`config.mk`:
```
export PLATFORM = sky130hd
export DESIGN_NAME = differentiator_comb
export DESIGN_NICKNAME = d
export VERILOG_FILES = /design/src/rtl/differentiator_comb_pkg.sv /design/src/rtl/differentiator_satminus.sv /design/src/rtl/differentiator_comb.sv
export SDC_FILE = /design/constraint.sdc
export NUM_CORES = 1
export LEC_CHECK = 0
export ABC_AREA = 1
export ABC_CLOCK_PERIOD_IN_PS = 2000
export CORE_ASPECT_RATIO = 0.6
export CORE_UTILIZATION = 47
export DETAILED_ROUTE_END_ITERATION = 12
export GPL_TIMING_DRIVEN = 0
export PLACE_DENSITY_LB_ADDON = 0.1
export SETUP_SLACK_MARGIN = 0.3
export SLEW_MARGIN = 20
export SYNTH_ARGS = -nofsm -noshare
export SYNTH_HDL_FRONTEND = slang
export SYNTH_SLANG_ARGS = --single-unit
```
`constraint.sdc`:
```
create_clock -name system1000 -period 2 [get_ports system1000]
set_input_delay 0.6 -clock system1000 [delete_from_list [all_inputs] [get_ports system1000]]
set_output_delay 0.6 -clock system1000 [all_outputs]
set_load 0.03 [all_outputs]
```
`src/rtl/differentiator_comb_pkg.sv`:
```
// Shared types and constants for the saturating comb (first-difference) stage.
package differentiator_comb_pkg;

    // Default sample width and the clamp limits that go with it.
    localparam int SAMPLE_W = 10;

    typedef logic signed [SAMPLE_W-1:0] sample_t;

    // Largest / smallest value representable in a w-bit two's complement word.
    function automatic int sat_max_f(input int w);
        return (1 << (w - 1)) - 1;
    endfunction

    function automatic int sat_min_f(input int w);
        return -(1 << (w - 1));
    endfunction

    localparam int SAT_MAX = sat_max_f(SAMPLE_W);   // 511
    localparam int SAT_MIN = sat_min_f(SAMPLE_W);   // -512

    // FILL until DELAY samples have been accepted, then RUN.
    typedef enum logic {
        FILL = 1'b0,
        RUN  = 1'b1
    } fill_state_e;

endpackage

```
`src/rtl/differentiator_satminus.sv`:
```
// Combinational saturating subtract y = clamp(a - b); sat flags a clamped result.
module differentiator_satminus
    import differentiator_comb_pkg::*;
#(
    parameter int WIDTH = 10
) (
    input  logic signed [WIDTH-1:0] i_a,
    input  logic signed [WIDTH-1:0] i_b,
    output logic signed [WIDTH-1:0] o_y,
    output logic                    o_sat
);

    localparam int MAXV = (WIDTH == SAMPLE_W) ? SAT_MAX : sat_max_f(WIDTH);
    localparam int MINV = (WIDTH == SAMPLE_W) ? SAT_MIN : sat_min_f(WIDTH);

    // Limits sign-extended into the one-bit-wider difference domain.
    localparam logic signed [WIDTH:0] D_MAX = (WIDTH+1)'(MAXV);
    localparam logic signed [WIDTH:0] D_MIN = (WIDTH+1)'(MINV);

    logic signed [WIDTH:0] w_d;
    logic                  w_hi;
    logic                  w_lo;

    // The extra bit makes the raw difference exact before clamping.
    assign w_d  = {i_a[WIDTH-1], i_a} - {i_b[WIDTH-1], i_b};
    assign w_hi = (w_d > D_MAX);
    assign w_lo = (w_d < D_MIN);

    // Clamp to the representable range and flag when it happened.
    always_comb begin
        o_y   = w_d[WIDTH-1:0];
        o_sat = 1'b0;
        if (w_hi) begin
            o_y   = D_MAX[WIDTH-1:0];
            o_sat = 1'b1;
        end else if (w_lo) begin
            o_y   = D_MIN[WIDTH-1:0];
            o_sat = 1'b1;
        end
    end

endmodule

```
`src/rtl/differentiator_comb.sv`:
```
// Saturating comb stage y[n] = sat(x[n] - x[n-DELAY]) on a valid/ready stream,
// with a single output register giving full throughput and 1-cycle latency.
module differentiator_comb
    import differentiator_comb_pkg::*;
#(
    parameter int WIDTH = 10,
    parameter int DELAY = 1
) (
    input  logic                    system1000,
    input  logic                    system1000_rstn,
    input  logic                    clr,
    input  logic                    in_valid,
    input  logic signed [WIDTH-1:0] in_data,
    output logic                    in_ready,
    output logic                    out_valid,
    input  logic                    out_ready,
    output logic signed [WIDTH-1:0] out_data,
    output logic                    out_sat,
    output logic                    primed
);

    localparam logic [3:0] DLY    = 4'(DELAY);
    localparam logic [3:0] DLY_M1 = 4'(DELAY - 1);

    logic signed [WIDTH-1:0] r_hist [DELAY];
    logic [3:0]              r_cnt;
    fill_state_e             r_state;
    fill_state_e             w_state_nxt;
    logic                    r_out_valid;
    logic signed [WIDTH-1:0] r_out_data;
    logic                    r_out_sat;
    logic                    w_acc;
    logic signed [WIDTH-1:0] w_y;
    logic                    w_sat;

    // Ready whenever the output slot is empty or being drained; clr blocks input.
    assign in_ready  = ~clr & (~r_out_valid | out_ready);
    assign w_acc     = in_valid & in_ready;
    assign out_valid = r_out_valid;
    assign out_data  = r_out_data;
    assign out_sat   = r_out_sat;
    assign primed    = (r_state == RUN);

    differentiator_satminus #(.WIDTH(WIDTH)) u_satminus (
        .i_a   (in_data),
        .i_b   (r_hist[DELAY-1]),
        .o_y   (w_y),
        .o_sat (w_sat)
    );

    // History shift register; zero history makes pre-stream samples read as 0.
    always_ff @(posedge system1000 or negedge system1000_rstn) begin
        if (!system1000_rstn) begin
            for (int i = 0; i < DELAY; i++) r_hist[i] <= '0;
        end else if (clr) begin
            for (int i = 0; i < DELAY; i++) r_hist[i] <= '0;
        end else if (w_acc) begin
            r_hist[0] <= in_data;
            for (int i = 1; i < DELAY; i++) r_hist[i] <= r_hist[i-1];
        end
    end

    // Fill counter saturates at DELAY so it never wraps back into FILL.
    always_ff @(posedge system1000 or negedge system1000_rstn) begin
        if (!system1000_rstn) begin
            r_cnt <= '0;
        end else if (clr) begin
            r_cnt <= '0;
        end else if (w_acc && (r_cnt != DLY)) begin
            r_cnt <= r_cnt + 4'd1;
        end
    end

    // Fill state register.
    always_ff @(posedge system1000 or negedge system1000_rstn) begin
        if (!system1000_rstn) r_state <= FILL;
        else                  r_state <= w_state_nxt;
    end

    // Move to RUN on the DELAY-th accept; only clr (or reset) returns to FILL.
    always_comb begin
        w_state_nxt = r_state;
        if (clr) begin
            w_state_nxt = FILL;
        end else if ((r_state == FILL) && w_acc && (r_cnt == DLY_M1)) begin
            w_state_nxt = RUN;
        end
    end

    // Output register: load on accept, drop valid on drain, hold otherwise.
    always_ff @(posedge system1000 or negedge system1000_rstn) begin
        if (!system1000_rstn) begin
            r_out_valid <= 1'b0;
            r_out_data  <= '0;
            r_out_sat   <= 1'b0;
        end else if (clr) begin
            r_out_valid <= 1'b0;
            r_out_data  <= '0;
            r_out_sat   <= 1'b0;
        end else if (w_acc) begin
            r_out_valid <= 1'b1;
            r_out_data  <= w_y;
            r_out_sat   <= w_sat;
        end else if (out_ready) begin
            r_out_valid <= 1'b0;
        end
    end

endmodule

```
==> impl_results.md, run 1 <==
- Status: complete, no violations
- Leakage Power: around 1.4 nW
- Most frequent cells after synthesis: nand2_1, inv_1, dfrtp_1
- Synth area leaders: dfrtp_1, nand2_1, ha_1
- Critical path required time: approximately 2.2 ns
- Final Instance Area: approximately 2700 um^2
- Mapped Area: 1770 um^2
- Placed inst area: between 2000 and 2500 um^2
- Crit-path max FO: 4
- RSZ-0062 raised after global routing: yes
- CTS H-tree depth: 1
- Fmax achieved: between 500 and 600 MHz
- Clock Tree Buf Depth: 2
- Number of remaining DRC errors: 0
- First-pass GRT wire length: about 7200 um
- PD cells: approximately 700 nW/um^2
- Clock latency on the worst-skew pair: around 0.28 ns
- Tot GR Track Use: 0.231
- Final Power: about 1.9 mW
- DP Worst Slack: -0.691 ns
- Antenna-violating nets left: 0
- Yosys top cell by area: dfrtp_1
- Die height: 49.5 um
- DR pass1 iterations: 4
- Share of layout cells above drive strength 1: 0.447
- Nets: roughly 310
- CP Capture Type: register
- # fillers: between 200 and 250
- Final Max Tran Viols: 0
- Area share of the largest cell type after synthesis: 0.382
- IO Pins: 29
- Top_reg_cell synth: dfrtp_1
- Largest net degree at the start of global routing: 28
- DR iter-0 viols: 101
- Cell with the most instances after synthesis: nand2_1
- Min Clock Period, post-route: around 1.8 ns
- Async set-or-reset flop fraction in the synthesized netlist: 1.00
- Placer Congestion: approximately 0.83
- Syn Area/Cell: about 7.8 um^2
- Setup WS post-layout: about 0.16 ns
- Final period utilization: 0.918
- Arr. time, crit path: ~2.1 ns
- Clock skew: around 0.010 ns
- Max-cap violation count: 0
- ANT cells: 0
- Via density: 5.32
- Startpoint type of the worst setup path: input pin
- Clock sinks: 27
- Grt ovf: 0
- DIE WIDTH: 81.2 um
- I/O Buffers: 28
- Syn nets: between 200 and 300
- Netlist cell types: 28
- Hold Fails Final Rpt: 0
- Crit Path Class: input pin to register
- Area Overhead vs Synth: 53.9%
- Synth warn: 0
- Core ar.: about 3400 um^2
- CTS clock-pin slew for the worst setup and hold paths: around 0.1 ns
- FF-to-FF setup slack: roughly 0.17 ns
- Post-synthesis sequential area ratio: 0.382
- Vias in the first global route: ~1,600
- Initial Util: 0.516
- Routed len/inst: approximately 15 um
- Initial antenna violation count: 0
- Row cnt: 16
- Number of vias in the routed layout: between 1,500 and 2,000
- Synth Register Bits: 27
- Worst hold margin: 0.326 ns
- Post-DP HPWL: 2790 um
- Post-synth EDFFs: 0
- Total Routed Length: just under 5000 um
- Relative slew margins: 0.581
- Root Buffer Master: clkbuf_8
- TritonCTS Buffers: 3
- Hold crit path type: input pin to asynchronous set/reset pin
- VDD IR max: between 0.0004 and 0.0005 V
- Post-Syn Instances: between 200 and 250
- TritonCTS clock tree: yes
- Final setup viols: 0
- Die area: approximately 4000 um^2
- Worst slew pin tran: between 0.6 and 0.7 ns
-- final timing paths --
path	start	end	cells past startpoint
min	system1000_rstn	r_hist[7]	1
max	in_data[0]	out_data[3]	13
min reg2reg	out_data[0]	out_data[0]	2
max in group asynchronous	system1000_rstn	r_cnt[3]	1
max reg2reg	r_hist[0]	out_data[3]	11
min in group system1000	out_data[0]	out_data[0]	2
-- registers in the layout, indices dropped and copies added (netlist names) --
name / count
out_data: 10
out_valid: 1
primed: 1
r_hist: 10
r_cnt: 4
out_sat: 1
-- what timing repair did --
action,4_1_cts,5_1_grt
endpoints found under the setup margin,38,25
cloned,1,1
endpoints found under the hold margin,0,0
pin swaps,35,29
gates resized for setup,108,60
setup buffers,16,7
hold buffers,0,0
-- layout make-up --
| type | count | area (um^2) | area share |
|---|---|---|---|
| timing repair buffer | 52 | 449 | 0.165 |
| multi-input combinational | 162 | 1290 | 0.475 |
| clock buffer | 3 | 41.3 | 0.0152 |
| sequential | 27 | 676 | 0.249 |
| buffer | 2 | 22.5 | 0.00828 |
| timing repair inverter | 1 | 7.51 | 0.00276 |
| tap | 45 | 56.3 | 0.0207 |
| inverter | 36 | 166 | 0.0612 |
| clock inverter | 1 | 7.51 | 0.00276 |
-- metrics by stage --
| step | TNS [ns] | instances | utilization |
|---|---|---|---|
| 5_1_grt | 0 | 329 | 0.794 |
| 6_report | 0 | 329 | 0.794 |
| 3_5_place_dp | -10.16 | 300 | 0.630 |
| 4_1_cts | 0 | 321 | 0.733 |
| 2_1_floorplan | 0 | 227 | - |
| 3_3_place_gp | -12.65 | 300 | 0.632 |
-- kinds of logic after synthesis --
| group | count (synthesis) | synth area share |
|---|---|---|
| buffers and inverters | 38 | 0.0850 |
| AOI/OAI and AO/OA | 24 | 0.0793 |
| xor gates and xnor gates | 6 | 0.0298 |
| DFF | 27 | 0.382 |
| adders and majority gates | 14 | 0.103 |
| and+or+nand+nor | 118 | 0.320 |
-- cells in the final DEF, fill, tap and decap left out, types with 2 or more instances in the layout --
cell type and instances:
nand4_1 3, o21ai_1 7, a21oi_4 3, nand2_2 20
a21oi_1 5, clkbuf_8 3, nand2_4 8, nor2_4 5
ha_1 4, nand3_2 13, nand3_4 5, clkinvlp_4 3
nor2_1 11, xor2_1 3, xnor2_1 3, inv_2 11
buf_2 6, nand2_1 46, inv_1 21, o21ai_0 5
clkbuf_2 3, dfrtp_1 27, nand3_1 5, dlygate4sd2_1 12
buf_6 9, buf_4 19, buf_8 2, ha_4 9
-- critical path, stage by stage --
cell	delay, ns
buf_8	0.09
inv_12	0.03
ha_4	0.16
fa_2	0.39
inv_2	0.07
nand2_2	0.06
nand3_4	0.08
nand3_4	0.08
nand2_4	0.11
inv_4	0.06
a21oi_4	0.16
nand2_1	0.09
nand2_1	0.07
-- per-layer routing --
layer  vias to the layer above  track usage  routed length (um)  part of all wire
li1                        842            -                   -                 -
met1                       833        0.353                2370              0.48
met2                        58        0.356                2210              0.45
met3                        16       0.0389                 220             0.045
met4                         0       0.0149                 138             0.028
met5                         -            0                   0                 0
-- where the power goes --
| part | switching, mW | leakage [nW] | internal [mW] | total, mW |
|---|---|---|---|---|
| clock network | 0.179 | 0.0217 | 0.142 | 0.321 |
| logic | 0.541 | 0.988 | 0.377 | 0.918 |
| registers | 0.0565 | 0.358 | 0.620 | 0.677 |
| total | 0.776 | 1.37 | 1.14 | 1.92 |
Note: power is estimated with default switching activity, not from simulation.
==> run 2, diff against run 1 <==
- PLACE_DENSITY: unset -> 0.72
- PLACE_DENSITY_LB_ADDON: 0.1 -> unset
==> impl_results.md, run 2 (synthesis gave the netlist of run 1 again) <==
- Clock latency on the worst-skew pair: 0.27 ns (about the same)
- CP Capture Type: register
- DIE WIDTH: 81.2 um (unchanged)
- Crit-path max FO: 4 (unchanged)
- Initial antenna violation count: 0 (unchanged)
- Fin cells: 324 (-1.5%)
- Worst hold margin: 0.336 ns (+0.0101 ns)
- Vias in the first global route: 1,567 (-3.2%)
- TritonCTS clock tree: yes
- Placed insts: 300 (unchanged)
- I/O Buffers: 28 (unchanged)
- Share of layout cells above drive strength 1: 0.398 (-0.0493)
- CP max stage cell: fa_2
- Routed len/inst: 14.9 um (-0.57%)
- Core ar.: 3420 um^2 (unchanged)
- Row cnt: 16 (unchanged)
- DP Worst Slack: -0.696 ns (-0.00436 ns)
- Crit Path Class: input pin to register
- Fmax achieved: 546 MHz (+0.33%)
- PD cells: 725 nW/um^2 (+2.8%)
- Antenna-violating nets left: 0 (unchanged)
- RSZ-0062 raised after global routing: yes
- Final period utilization: 0.915 (-0.00306)
- Hold Fails Final Rpt: 0 (unchanged)
- Number of remaining DRC errors: 0 (unchanged)
- Worst path bufs/invs: 4 (unchanged)
- Worst slew pin tran: 0.641 ns (+0.0117 ns)
- Final Max Tran Viols: 0 (unchanged)
- Largest stage delay, worst path: 0.38 ns (about the same)
- DR pass1 iterations: 4 (unchanged)
- Number of vias in the routed layout: 1,690 (-3.4%)
- VDD IR max: 0.000442 V (+7.6%)
- DR iter-0 viols: 107 (+5.9%)
- Via density: 5.22 (-1.9%)
- Total Routed Length: 4840 um (-2.1%)
- CTS hold repair buffers: 0 (unchanged)
- IO Pins: 29 (unchanged)
- Max-cap violation count: 0 (unchanged)
- First-pass GRT wire length: 7580 um (+4.7%)
- CTS H-tree depth: 1 (unchanged)
- Die area: 4020 um^2 (unchanged)
- Critical path required time: 2.22 ns (about the same)
- Die height: 49.5 um (unchanged)
- Hold crit path type: input pin to asynchronous set/reset pin
- ANT cells: 0 (unchanged)
- Crit path cell chain: buf_8 -> inv_12 -> ha_4 -> fa_2 -> inv_2 -> nand2_2 -> nand3_4 -> nand3_4 -> nand2_8 -> inv_8 -> a21oi_4 -> nand2_1 -> nand2_1
- Initial Util: 0.516 (unchanged)
- Startpoint type of the worst setup path: input pin
- Grt ovf: 0 (unchanged)
- Total negative setup slack: 0 ns (unchanged)
- CTS clock-pin slew for the worst setup and hold paths: 0.09 ns (about the same)
- Clock skew: 0.00380 ns (-0.00652 ns)
- Layout Utilization: 0.762 (-0.0322)
- Largest net degree at the start of global routing: 28 (unchanged)
- Setup WS post-layout: 0.170 ns (+0.00612 ns)
- Status: complete, no violations
- Most frequent cells in the layout: nand2_1, dfrtp_1, inv_1, buf_4, nand2_2
- Clock Tree Buf Depth: 2 (unchanged)
- Min Clock Period, post-route: 1.83 ns (-0.00612 ns)
- Cell family with most CP delay: adder cells
- Tot GR Track Use: 0.253 (+0.0212)
- Nets: 309 (-1.6%)
- Root Buffer Master: clkbuf_8
- Placer Congestion: 0.831 (-0.13%)
- # fillers: 235 (+16%)
- Final setup viols: 0 (unchanged)
- TritonCTS Buffers: 3 (unchanged)
- Clock sinks: 27 (unchanged)
- Commonest non-fill, non-tap cell in the layout: nand2_1
- Post-DP HPWL: 2890 um (+3.6%)
- Leakage Power: 1.29 nW (-5.3%)
- Relative slew margins: 0.573 (-0.00777)
- Area Overhead vs Synth: 47.7%
- Arr. time, crit path: 2.05 ns (about the same)
run 2: worst register-to-register path, stage by stage (launching register included):
cell and delay [ns]:
dfrtp_1 0.42, ha_4 0.17, fa_2 0.38, inv_2 0.07
nand2_2 0.06, nand3_4 0.09, nand3_4 0.10, nand2_8 0.12
inv_8 0.05, a21oi_4 0.15, nand2_1 0.10, nand2_1 0.06
run 2: layer usage:
| metal | vias to the layer above | GRT usage | routed length [um] |
|---|---|---|---|
| met1 | 804 | 0.387 | 2310 |
| met2 | 51 | 0.378 | 2310 |
| met5 | - | 0 | 0 |
| li1 | 833 | - | - |
| met4 | 0 | 0.0327 | 13 |
| met3 | 2 | 0.0463 | 201 |
run 2: where the power goes:
group	switching (mW)	internal [mW]	total, mW
sequential	0.0466	0.620	0.667
combinational	0.547	0.359	0.905
clock	0.175	0.143	0.318
run 2: what timing repair did:
item / CTS / global route
gates cloned: 1 / 0
buffers inserted: 15 / 4
setup endpoints to repair: 37 / 22
resized for setup: 98 / 48
pin swaps: 30 / 30
run 2: metrics by stage:
stage | area (um^2) | power (mW)
after CTS | 2520 | 1.79
after detailed placement | 2160 | 1.38
after global placement | 2160 | 1.35
after global routing | 2610 | 2.01
after floorplan | 1830 | 1.14
final | 2610 | 1.89
run 2: cell type report:
class                   instances  area, um^2  area share
inverters                      36         166      0.0638
repair buffers                 47         375       0.144
well taps                      45        56.3      0.0216
multi-input cells             162        1270       0.486
clock buffers                   4        45.0      0.0173
flip-flops and latches         27         676       0.259
repair inverters                1        7.51     0.00288
plain buffers                   2        15.0     0.00576
run 2: path summary, 6_finish.rpt:
kind                                 start          end  slack (ns)  cells past startpoint
min in group system1000        out_data[5]  out_data[5]        0.49                      2
max in group asynchronous  system1000_rstn  out_data[7]        1.25                      1
hold / removal             system1000_rstn    r_hist[7]        0.34                      1
setup reg to reg                 r_hist[0]  out_data[1]        0.18                     11
setup / recovery                in_data[0]  out_data[1]        0.17                     13
hold reg to reg                out_data[5]  out_data[5]        0.49                      2
